==> src/rtl/rr_arbiter.sv <==
// Eight-way round-robin arbiter with a bounded hold time per grant.
// Each release costs one idle cycle before the next grant is issued.
module rr_arbiter #(
   parameter int unsigned MAX_HOLD = 15
) (
   input  logic       clk,
   input  logic       rst,
   input  logic [7:0] req,
   output logic [7:0] gnt,
   output logic [2:0] gnt_id,
   output logic       gnt_valid,
   output logic       timeout
);

   typedef enum logic {IDLE, GRANT} state_t;

   state_t     state;
   logic [2:0] ptr;
   logic [7:0] hold_cnt;
   logic [2:0] sel;

   // First set bit at or after p, wrapping; the smallest offset wins.
   function automatic logic [2:0] pick(input logic [7:0] r, input logic [2:0] p);
      logic [2:0] idx;
      pick = p;
      for (int k = 7; k >= 0; k--) begin
         idx = p + 3'(k);
         if (r[idx]) pick = idx;
      end
   endfunction

   always_comb sel = pick(req, ptr);

   always_ff @(posedge clk) begin
      if (rst) begin
         state     <= IDLE;
         ptr       <= 3'd0;
         hold_cnt  <= 8'd0;
         gnt       <= 8'd0;
         gnt_id    <= 3'd0;
         gnt_valid <= 1'b0;
         timeout   <= 1'b0;
      end else begin
         timeout <= 1'b0;
         case (state)
            IDLE: begin
               if (|req) begin
                  gnt       <= 8'd1 << sel;
                  gnt_id    <= sel;
                  gnt_valid <= 1'b1;
                  hold_cnt  <= 8'd1;
                  state     <= GRANT;
               end
            end
            GRANT: begin
               if (!req[gnt_id] || hold_cnt >= 8'(MAX_HOLD)) begin
                  // Release path; timeout flags only a forced release.
                  timeout   <= req[gnt_id];
                  ptr       <= gnt_id + 3'd1;
                  gnt       <= 8'd0;
                  gnt_id    <= 3'd0;
                  gnt_valid <= 1'b0;
                  hold_cnt  <= 8'd0;
                  state     <= IDLE;
               end else begin
                  hold_cnt <= hold_cnt + 8'd1;
               end
            end
            default: state <= IDLE;
         endcase
      end
   end

endmodule

==> config.mk <==
export PLATFORM = sky130hd
export DESIGN_NAME = rr_arbiter
export DESIGN_NICKNAME = d
export VERILOG_FILES = /design/src/rtl/rr_arbiter.sv
export SDC_FILE = /design/constraint.sdc
export NUM_CORES = 1
export LEC_CHECK = 0
export ABC_AREA = 1
export CAP_MARGIN = 20
export CORE_MARGIN = 2
export CORE_UTILIZATION = 49
export CTS_CLUSTER_SIZE = 8
export DETAILED_ROUTE_END_ITERATION = 12
export PLACE_DENSITY = 0.75
export SYNTH_ARGS = -nofsm -noshare
export SYNTH_HDL_FRONTEND = slang
export SYNTH_SLANG_ARGS = --single-unit
export TNS_END_PERCENT = 20
==> constraint.sdc <==
create_clock -name clk -period 2.15 [get_ports clk]
set_input_delay 0.43 -clock clk [delete_from_list [all_inputs] [get_ports clk]]
set_output_delay 0.43 -clock clk [all_outputs]
set_load 0.03 [all_outputs]
-- Yosys cells after proc, flatten, opt, wreduce, memory -nomap -nowiden
Index checks and enable logic that the tools add are counted.
- add/subtract/negate cells: 9
- equal/unequal tests: 2
- bitwise logic cells: 2
- $lt $le $gt $ge: 10
- multiplexer cells: 41
- shifts and indexed selects: 1
- reduce and logical (&&, ||, !) cells: 6
- operators by type and width (operator ; count):
    3-bit by 4-bit less-than comparator with 1-bit output (second input constant) ; 9
    8-bit two-way mux ; 4
    8-bit case mux with 2 select lines ; 2
    3-bit two-way mux ; 10
    1-bit binary-select mux with 3-bit select ; 9
    1-bit two-way mux ; 13
    3-bit adder (second input constant) ; 4
    8-bit by 1-bit adder with 8-bit output (second input constant) ; 1
    8-bit by 4-bit greater-or-equal comparator with 1-bit output (second input constant) ; 1
    8-bit OR reduction ; 1
    1-bit by 3-bit left shift with 8-bit output (first input constant) ; 1
    3-bit by 1-bit adder with 3-bit output (second input constant) ; 2
    3-bit by 2-bit adder with 3-bit output (second input constant) ; 2
    3-bit case mux with 2 select lines ; 1
    1-bit case mux with 2 select lines ; 2
    2-bit AND reduction ; 2
    3-bit OR reduction ; 1
    2-bit by 1-bit != test with 1-bit output (second input constant) ; 1
    2-bit != test (second input constant) ; 1
    1-bit NOT ; 2
    1-bit zero test ; 1
    1-bit logical OR ; 1
- input port bits: 10
- logic and storage cells: 78
- bits in registers: 25

-- Logic depth before layout (Yosys ltp)
- depth in word-level cells: 14
- mapped depth: 24

-- Least setup slack after synthesis
No wires, ideal clock.
- kind: reg2reg
- start: register ptr[0]
- end: register gnt[5]
- data required time: 2.025 ns
- setup slack: -0.107 ns
- stages on the path, launching flop included: 19
- data arrival time: 2.132 ns
- path through: dfxtp_1 buf_6 inv_4 buf_6 ha_1 inv_1 nand3_1 nand3_1 nand2_1 a31oi_1 nand2_1 nand2_1 nand2_1 nand2_1 nand3_1 nand2_1 nor2_1 nor2_1 nor2_1
- longest elaborated chain between the ends: 14
- elaborated cells on any way between the ends: 34
- those cells by class: 7 x add/sub; 1 x shift; 26 x mux
- RTL lines (element ; RTL line ; text):
    start: declaration ; 18 ; logic [2:0] ptr;
    start signal: assignment ; 59 ; ptr <= gnt_id + 3'd1;
    3-bit adder ; 27 ; idx = p + 3'(k);
    1-bit binary-select mux with 3-bit select ; 28 ; if (r[idx]) pick = idx;
    1-bit two-way mux (implied by the code) ; 28 ;
    3-bit two-way mux (7 in series) ; 28 ;
    3-bit two-way mux (*) ; 28 ;
    1-bit by 3-bit left shift with 8-bit output (*) ; 48 ; gnt <= 8'd1 << sel;
    8-bit two-way mux (*) ; 47 ; if (|req) begin
    8-bit case mux with 2 select lines (*) ; 45 ; case (state)
    end signal: assignment ; 48 ;
    end: declaration ; 9 ; output logic [7:0] gnt,
Every way passes the cells marked *; elsewhere a longest branch is shown, timed or not. The select of a mux whose other input is x is not followed.
A chain may end at the register's enable or synchronous reset.

-- Worst setup path after layout
- start: register ptr[0]
- end: register gnt_id[0]
- longest elaborated chain between the ends: 13
- elaborated cells on any way between the ends: 33
- those cells by class: 7 x add/sub; 26 x mux
- RTL lines (element ; RTL line ; text):
    3-bit adder ; 27 ;
    1-bit binary-select mux with 3-bit select ; 28 ;
    1-bit two-way mux (implied by the code) ; 28 ;
    3-bit two-way mux (7 in series) ; 28 ;
    3-bit two-way mux (*) ; 28 ;
    3-bit two-way mux (*) ; 47 ;
    3-bit case mux with 2 select lines (*) ; 45 ;
    end signal: assignment ; 49 ; gnt_id <= sel;
    end: declaration ; 10 ; output logic [2:0] gnt_id,
Marks and branches as above.

==> out/results.tsv <==
metric	value	unit
place.gp.congestion	0.955	
clkTransAtPathRegs	0.14	ns
start_util	0.517	
netlist_instances	282	
pre_cts_ws	-0.245	ns
cts_buffer_depth	2	
root_buffer	clkbuf_4	
dieWidth	63.6	microns
rsz0062_at_grt	yes	
status	finished, final reports clean	
io_pins	23	
critPathSlowestCell	dfxtp_4	
cts_tree	done	
min_period_over_period	0.992	
drtIter0Drc	167	
cts_made_buffers	3	
critPathArrivalTime	2.36	ns
total_power	4250	uW
grt_pass1_vias	1838	
min_delay_path_depth	2	
skew	0.00898	ns
fp.dieArea	4040	sq um
rows	21	
worstPathMaxFanout	6	
antenna_cells	0	
worst_slack	0.0177	ns
ys_ff_latch	25	
crit_path_end_kind	register	
grt_max_degree	15	
worstPathRequired	2.38	ns
r2r_start	ptr[0]	
r2r_setup_slack	0.02	ns
synth_top_cell_by_area	dfxtp_1	
die_y	63.6	microns
routed_wl	5.01	mm
vias	2033	
grt_pass1_wl	7.83	mm
r2r_end	gnt_id[0]	
nFillCells	294	
synthDistinctLibCells	26	
slew_viol_final	0	
synth_top_area_share	0.288	
setup_tns	0	ns
cp-start-kind	register	
tightest_slew	0.367	ns
r2r_cells	19	
hold_violations	0	
fin_cells	387	
dp_cells	379	
min-delay-start	hold_cnt[7]	
drv_cap	0	
slew_headroom	0.754	
grtUsageTotal	0.236	
antenna_found_initial	0	
cpMostUsedCell	nand2_1	
antenna_left	0	
viasPerCell	5.25	
ys_seq_area_frac	0.288	
grt_overflow	0	
areaGrowthSynthToFinish	45.3	%
ys_top_cells_by_area	dfxtp_1 (29%), nand2_1 (15%), nand3_1 (10%), nor2_1 (7.8%), inv_1 (7.3%)	
synth_area_per_cell	6.17	sq um
min_to	hold_cnt[7]	
dpl.hpwl	3.50	mm
clock-sinks	25	
final_cell_mix	nand2_1 (58), buf_4 (36), nor2_1 (33)	
clk_latency	0.32	ns
drc	0	
fmax	0.469	GHz
io_buffer_count	22	
drive_gt1_frac	0.311	
synth_area	1740	sq um
wl_per_cell	13.0	microns
final_nets	356	
p_leak	0.00121	uW
synth_warnings	0	
finalSetupViolations	0	
synth.net_count	296	
drt_pass1_iterations	4	
hold_class	register to register	
core	3360	sq um
path_cells	inv_4 > ha_4 > inv_4 > nand3_2 > nand3_2 > nand2_4 > inv_2 > nand2_1 > nand2_1 > nand2_1 > nand2_1 > nand2_2 > nand2_2 > nand2_2 > nand2_4 > buf_4 > buf_4 > nand2_1 > a21oi_1	
critPathKind	register to register	
irDropWorstVdd	1.05	mV
final_common_cell	nand2_1	
min_period	2.13	ns
cts-htree-levels	1	
power_density	1680	nW/um^2
cpPeakStageDelay	0.41	ns
==> sequential cells by signal, summed over array words and instances, names as in the netlist <==
signal     count
gnt            8
gnt_id         3
gnt_valid      1
hold_cnt       8
ptr            3
state          1
timeout        1
==> logic make-up (layout without fill, tap and decap cells) <==
| kind of cell | after synthesis | count (layout) | share of synthesized area |
|---|---|---|---|
| buffers and inverters | 45 | 104 | 0.119 |
| AND/OR/NAND/NOR | 170 | 170 | 0.443 |
| flip-flops | 25 | 25 | 0.288 |
| XOR/XNOR | 2 | 2 | 0.0101 |
| adder cells (fa/ha/maj) | 4 | 4 | 0.0288 |
| AO/OA/AOI/OAI | 36 | 36 | 0.111 |
==> report_power, final <==
group	internal [uW]	total [uW]	switching (uW)	leakage, uW
sequential	574	680	106	0.000206
combinational	1390	3360	1980	0.000982
clock	69.7	207	138	0.0000177
total	2030	4250	2220	0.00121
==> worst max-delay path, delay by kind of cell (launching register included) <==
kind | cells | cell delay (ns)
buf+inv | 5 | 0.42
fa+ha+maj | 1 | 0.31
simple gates | 12 | 0.85
flops | 1 | 0.41
compound gates | 1 | 0.05
==> cell usage after synthesis, drive strengths merged <==
library cell / instances
and3: 1
a2111oi: 1
ha: 4
dlygate4sd3: 1
a21oi: 20
nor3: 7
o221ai: 1
inv: 40
dfxtp: 25
nor4: 1
a31oi: 2
nand3: 41
nand4: 1
nor2: 37
xor2: 2
o21ai: 11
nand2: 82
a221oi: 1
buf: 4
==> through the flow <==
| step | area [sq um] | util | hold WS (ns) |
|---|---|---|---|
| after floorplan | 1750 | - | 0.424 |
| after global placement | 2230 | 0.663 | 0.435 |
| after detailed placement | 2230 | 0.663 | 0.437 |
| after CTS | 2260 | 0.672 | 0.456 |
| after global routing | 2530 | 0.752 | 0.477 |
| final | 2530 | 0.752 | 0.453 |
==> metal layers <==
layer  vias to the layer above  GRT usage  routed length [microns]
met1                       934      0.300                     2230
met2                        67      0.416                     2520
met4                         0     0.0679                       63
li1                       1024          -                        -
met3                         8     0.0304                      199
met5                         -          0                        0
==> worst max-delay path by stage <==
stage,start,endpoint,slack [ns],depth (start not counted)
after detailed placement,req[7],gnt[2],-0.24,20
after floorplan,ptr[0],gnt[2],0.04,21
after global placement,req[7],gnt[2],-0.23,20
final,ptr[0],gnt_id[0],0.02,19
after CTS,ptr[0],gnt[0],0.04,17
after global routing,ptr[0],gnt[2],-0.17,19
==> cell type report <==
class,instances,area [sq um],share of cell area
multi-input cells,212,1240,0.492
repair buffers,60,533,0.211
flip-flops and latches,25,510,0.202
inverters,40,155,0.0614
well taps,46,57.6,0.0228
clock buffers,3,22.5,0.00891
clock inverters,1,5.00,0.00198
==> repair_timing <==
| action | CTS | global route |
|---|---|---|
| hold buffers | 0 | 0 |
| buffers inserted | 0 | 4 |
| pin swaps | 0 | 15 |
| setup endpoints to repair | 2 | 11 |
| gates resized for setup | 2 | 61 |
Note: power is estimated with default switching activity, not from simulation.
